## config.mk

```make
export PLATFORM = sky130hd
export DESIGN_NAME = cla_wide_add_sequencer
export DESIGN_NICKNAME = d
export VERILOG_FILES = /design/src/rtl/cla_seq_pkg.sv /design/src/rtl/SixteenBit_LookAhead_Adder.sv /design/src/rtl/cla_wide_add_sequencer.sv
export SDC_FILE = /design/constraint.sdc
export NUM_CORES = 1
export LEC_CHECK = 0
export ABC_CLOCK_PERIOD_IN_PS = 5000
export BUFFER_PORTS_ARGS = -buffer_cell sky130_fd_sc_hd__buf_4
export CORE_ASPECT_RATIO = 1.4
export CORE_UTILIZATION = 43
export DETAILED_ROUTE_END_ITERATION = 12
export PLACE_DENSITY = 0.71
export SYNTH_ARGS = -nofsm -noshare
export SYNTH_HDL_FRONTEND = slang
export SYNTH_HIERARCHICAL = 1
export SYNTH_SLANG_ARGS = --single-unit
export TNS_END_PERCENT = 5
```

## constraint.sdc

```tcl
create_clock -name clk -period 5 [get_ports clk]
set_clock_uncertainty 0.2 [all_clocks]
set_input_delay 0.5 -clock clk [delete_from_list [all_inputs] [get_ports clk]]
set_output_delay 0.5 -clock clk [all_outputs]
set_load 0.03 [all_outputs]
```

## src/rtl/cla_seq_pkg.sv

```systemverilog
// Shared constants and FSM state type for the word-serial CLA add/sub sequencer.
package cla_seq_pkg;
    localparam int WORD_W    = 16;
    localparam int MAX_WORDS = 16;

    typedef enum logic [1:0] {
        IDLE = 2'd0,
        RUN  = 2'd1,
        DONE = 2'd2
    } seq_state_t;
endpackage

```

## src/rtl/SixteenBit_LookAhead_Adder.sv

```systemverilog
// 16-bit carry-lookahead adder: four 4-bit groups with a group-level lookahead carry chain.
module SixteenBit_LookAhead_Adder (
    input  logic [15:0] A,
    input  logic [15:0] B,
    input  logic        C_in,
    output logic [15:0] S,
    output logic        C_out
);
    logic [15:0] p, g, c;
    logic [3:0]  gp, gg;
    logic [4:0]  gc;

    assign p = A ^ B;
    assign g = A & B;

    always_comb begin
        gp = '0;
        gg = '0;
        gc = '0;
        c  = '0;
        for (int k = 0; k < 4; k++) begin
            gp[k] = &p[4*k +: 4];
            gg[k] = g[4*k+3]
                  | (p[4*k+3] & g[4*k+2])
                  | (p[4*k+3] & p[4*k+2] & g[4*k+1])
                  | (p[4*k+3] & p[4*k+2] & p[4*k+1] & g[4*k]);
        end
        gc[0] = C_in;
        for (int k = 0; k < 4; k++)
            gc[k+1] = gg[k] | (gp[k] & gc[k]);
        // Group carries come from the lookahead chain; bits inside a group resolve locally.
        for (int k = 0; k < 4; k++) begin
            c[4*k] = gc[k];
            for (int j = 1; j < 4; j++)
                c[4*k+j] = g[4*k+j-1] | (p[4*k+j-1] & c[4*k+j-1]);
        end
    end

    assign S     = p ^ c;
    assign C_out = gc[4];
endmodule

```

## src/rtl/cla_wide_add_sequencer.sv

```systemverilog
// Multi-precision add/subtract: one shared 16-bit CLA walks WORDS words LSW-first,
// carrying between words through a register, with valid/ready on both sides.
module cla_wide_add_sequencer
    import cla_seq_pkg::*;
#(
    parameter int WORDS = 4
) (
    input  logic                    clk,
    input  logic                    rst_n,
    input  logic                    in_valid,
    output logic                    in_ready,
    input  logic [WORD_W*WORDS-1:0] op_a,
    input  logic [WORD_W*WORDS-1:0] op_b,
    input  logic                    sub,
    input  logic                    carry_in,
    output logic                    out_valid,
    input  logic                    out_ready,
    output logic [WORD_W*WORDS-1:0] sum,
    output logic                    carry_out,
    output logic                    overflow
);
    localparam int W     = WORD_W * WORDS;
    localparam int IDX_W = (WORDS > 1) ? $clog2(WORDS) : 1;

    seq_state_t         state, state_nxt;
    logic [W-1:0]       a_reg, b_reg, sum_reg;
    logic [IDX_W-1:0]   idx;
    logic               c_reg, carry_out_r, overflow_r;
    logic [WORD_W-1:0]  word_a, word_b, adder_s;
    logic               adder_co;
    logic               last_word;

    always_comb begin
        word_a = '0;
        word_b = '0;
        for (int w = 0; w < WORDS; w++) begin
            if (idx == IDX_W'(w)) begin
                word_a = a_reg[w*WORD_W +: WORD_W];
                word_b = b_reg[w*WORD_W +: WORD_W];
            end
        end
    end

    SixteenBit_LookAhead_Adder u_cla (
        .A     (word_a),
        .B     (word_b),
        .C_in  (c_reg),
        .S     (adder_s),
        .C_out (adder_co)
    );

    assign last_word = (idx == IDX_W'(WORDS - 1));

    always_ff @(posedge clk or negedge rst_n) begin
        if (!rst_n) state <= IDLE;
        else        state <= state_nxt;
    end

    always_comb begin
        state_nxt = state;
        case (state)
            IDLE:    if (in_valid)  state_nxt = RUN;
            RUN:     if (last_word) state_nxt = DONE;
            DONE:    if (out_ready) state_nxt = IDLE;
            default: state_nxt = IDLE;
        endcase
    end

    always_ff @(posedge clk or negedge rst_n) begin
        if (!rst_n) begin
            a_reg       <= '0;
            b_reg       <= '0;
            sum_reg     <= '0;
            idx         <= '0;
            c_reg       <= 1'b0;
            carry_out_r <= 1'b0;
            overflow_r  <= 1'b0;
        end else begin
            case (state)
                IDLE: begin
                    if (in_valid) begin
                        // Subtract is A + ~B + 1, so the incoming carry is forced to 1.
                        a_reg <= op_a;
                        b_reg <= sub ? ~op_b : op_b;
                        c_reg <= sub ? 1'b1 : carry_in;
                        idx   <= '0;
                    end
                end
                RUN: begin
                    for (int w = 0; w < WORDS; w++)
                        if (idx == IDX_W'(w))
                            sum_reg[w*WORD_W +: WORD_W] <= adder_s;
                    c_reg <= adder_co;
                    idx   <= idx + IDX_W'(1);
                    if (last_word) begin
                        carry_out_r <= adder_co;
                        overflow_r  <= (a_reg[W-1] == b_reg[W-1]) &&
                                       (adder_s[WORD_W-1] != a_reg[W-1]);
                    end
                end
                default: ;
            endcase
        end
    end

    assign in_ready  = (state == IDLE);
    assign out_valid = (state == DONE);
    assign sum       = sum_reg;
    assign carry_out = carry_out_r;
    assign overflow  = overflow_r;
endmodule
```

==> impl_metrics.json <==
{
  "hold_class": "input port to flop",
  "met2_usage_pct": 37.4,
  "synth_flop_cell": "dfrtp_1",
  "antenna_cells": 0,
  "p_switching_w": 0.00422,
  "antenna_found_initial": 0,
  "use_met3_pct": 3.31,
  "initial_core_util_pct": 43.9,
  "pwr-share-comb_pct": 54.7,
  "nets": 1283,
  "switching_share_pct": 44.1,
  "synth_cells": 945,
  "min_from": "op_a[6]",
  "clkTransAtPathRegs_ns": 0.07,
  "timing.fmax_ghz": 0.208,
  "drt_iter0_markers": 459,
  "area_delta_synth_final_pct": 25.1,
  "crit_type": "flop to flop",
  "dp_hpwl_um": 18100,
  "setup_tns_ns": 0,
  "ant_nets": 0,
  "layout_commonest_cell": "nand2_1",
  "period_needed_ns": 4.80,
  "multiInputGateArea_um2": 4340,
  "clk_path_buf_depth": 2,
  "fin_crit_sh_pct": 96.1,
  "finalSetupViolCount": 0,
  "dr.pass1.iters": 5,
  "ys_ff_latch": 199,
  "yosysSeqAreaShare_pct": 51.7,
  "start_kind": "flop",
  "pwr-share-seq_pct": 30.9,
  "syn_nets": 1111,
  "cts.htree.levels": 4,
  "cts_tree": "built",
  "root_buffer": "clkbuf_16",
  "drc": 0,
  "dieArea_um2": 23000,
  "critPathMaxFanout": 31,
  "rows": 64,
  "die_height_um": 179,
  "grt_pass1_vias": 7245,
  "cell_internal_pwr_w": 0.00534,
  "grt_pass1_wl_um": 38600,
  "vias": 7267,
  "synth.distinct_cells": 37,
  "status": "finished clean",
  "grt_overflow": 0,
  "synth_top_area_cell": "dfrtp_1",
  "track_usage_pct": 22.3,
  "routed_via_density": 5.10,
  "startpoint": "idx[0]",
  "synth_edf_count": 0,
  "hold_viol_final": 0,
  "gp_congestion": 0.836,
  "n_fill_cell": 1989,
  "clockPowerShare_pct": 14.4,
  "syn_area_um2": 9630,
  "synth_warnings": 6,
  "io_pins": 202,
  "clock_latency_ns": 0.44,
  "globalRoute.busiestLayer": "met2",
  "power.density_nw_per_um2": 793,
  "layout_common_cells": "291 x nand2_1, 209 x buf_4, 199 x dfrtp_1, 71 x o21ai_0, 66 x xnor2_1",
  "layout-drive-gt1-share_pct": 29.8,
  "peakVddDrop_mv": 0.403,
  "synth_area_per_cell_um2": 10.2,
  "required_ns": 5.08,
  "cp_data_arrival_time_ns": 4.88,
  "worst_hold_slack_ns": 0.0468,
  "core_um2": 21900,
  "drv_slew": 0,
  "postCtsSetupBuffers": 0,
  "power.leakage_nw": 5.76,
  "synth_top_area_share_pct": 51.7,
  "portBuffers": 201,
  "fp.dieW_um": 128,
  "r2r_start": "idx[0]",
  "numCtsBuffers": 17,
  "seqCellArea_um2": 4980,
  "worst_pin_slew_ns": 1.04,
  "slew_headroom_pct": 30.2,
  "async_flop_share_pct": 100,
  "wl_per_cell_um": 17.1,
  "gr-usage-met1_pct": 28.2,
  "cts.sinks": 199,
  "wirelength_um": 24400,
  "maxCapViolations": 0,
  "synth.area.top_cells": "dfrtp_1 52%, nand2_1 11%, mux2_2 7.6%, xnor2_1 6.0%, o21ai_0 3.7%",
  "grt_max_degree": 149,
  "critPathCaptureType": "flop"
}
## power groups by stage
stage                     logic (W)  registers, W  clock network (W)
after floorplan             0.00301       0.00330                  0
after global placement      0.00506       0.00296                  0
after detailed placement    0.00521       0.00296                  0
after CTS                   0.00522       0.00294            0.00140
after global routing        0.00581       0.00303            0.00146
final                       0.00523       0.00295            0.00138
## stage by stage
stage | cells | area [um^2] | utilization [%] | setup WS [ns] | total power, W
floorplan | 945 | 9630 | - | 0.507 | 0.00631
global placement | 1394 | 11400 | 51.8 | 0.254 | 0.00801
detailed placement | 1394 | 11400 | 51.8 | 0.117 | 0.00818
CTS | 1426 | 12000 | 54.6 | 0.115 | 0.00956
global route | 1426 | 12000 | 54.9 | -0.0645 | 0.0103
finish | 1426 | 12000 | 54.9 | 0.196 | 0.00956
## cell families (layout without fill, tap and decap cells)
logic type,after synthesis,count (layout),share of synthesized area [%]
adder cells (fa/ha/maj),32,32,5.09
AND/OR/NAND/NOR,350,350,15.2
buffers and inverters,81,265,4.14
multiplexers,65,65,7.60
AO/OA/AOI/OAI,150,150,10.1
flip-flops,199,199,51.7
XOR/XNOR,68,68,6.18
## repair_timing
item | in CTS | in global routing
setup endpoints to repair | 0 | 10
hold endpoints to repair | 86 | 0
hold buffers | 1 | 0
resized for setup | 0 | 14
## metal layers
layer  share of wire, %  vias up  wire [um]
li1                   -     3489          -
met1                 43     3513      10400
met2                 50      220      12200
met3                3.8       45        940
met4                3.5        0        852
met5                  0        -          0
## critical path: stages (launching register included)
cell,delay (ns)
dfrtp_1,0.41
inv_1,0.11
ha_1,0.25
nor2b_2,0.18
buf_12,0.17
a221oi_1,0.39
o31ai_2,0.14
buf_4,0.18
ha_1,0.35
a21oi_1,0.18
o21ai_2,0.08
or3b_1,0.17
nand3_2,0.08
fa_1,0.40
fa_1,0.40
fa_1,0.39
xor2_1,0.19
and3b_1,0.20
a21oi_1,0.11
o21ai_0,0.08
## final timing paths
path,to,slack (ns),depth (start not counted)
hold / removal,a_reg[6],0.05,3
setup reg to reg,overflow,0.20,19
min in group asynchronous,a_reg[8],0.46,2
setup / recovery,overflow,0.20,19
max in group asynchronous,sum[1],3.11,3
hold reg to reg,a_reg[30],0.28,2
## cells in the mapped netlist (2+ instances only)
| master | count |
|---|---|
| nand2_1 | 291 |
| dfrtp_1 | 199 |
| o21ai_0 | 71 |
| xnor2_1 | 66 |
| mux2_2 | 65 |
| nor2b_1 | 35 |
| o31ai_1 | 32 |
| a221oi_1 | 31 |
| buf_2 | 27 |
| clkbuf_1 | 26 |
| ha_1 | 20 |
| inv_1 | 18 |
| fa_1 | 12 |
| a21oi_1 | 9 |
| buf_6 | 8 |
| nand2_2 | 4 |
| nand3_1 | 4 |
| nor2_1 | 4 |
| nand2b_1 | 2 |
| nor3_1 | 2 |
| or3b_1 | 2 |
| xor2_1 | 2 |
## area by class of cell
class / instances / share of cell area (%)
tap: 297 / 3.08
clock buffer: 21 / 3.99
inverter: 18 / 0.561
clock inverter: 10 / 0.924
multi-input combinational: 665 / 36.1
sequential: 199 / 41.3
timing repair buffer: 216 / 14.1
(Power assumes the default switching activity.)
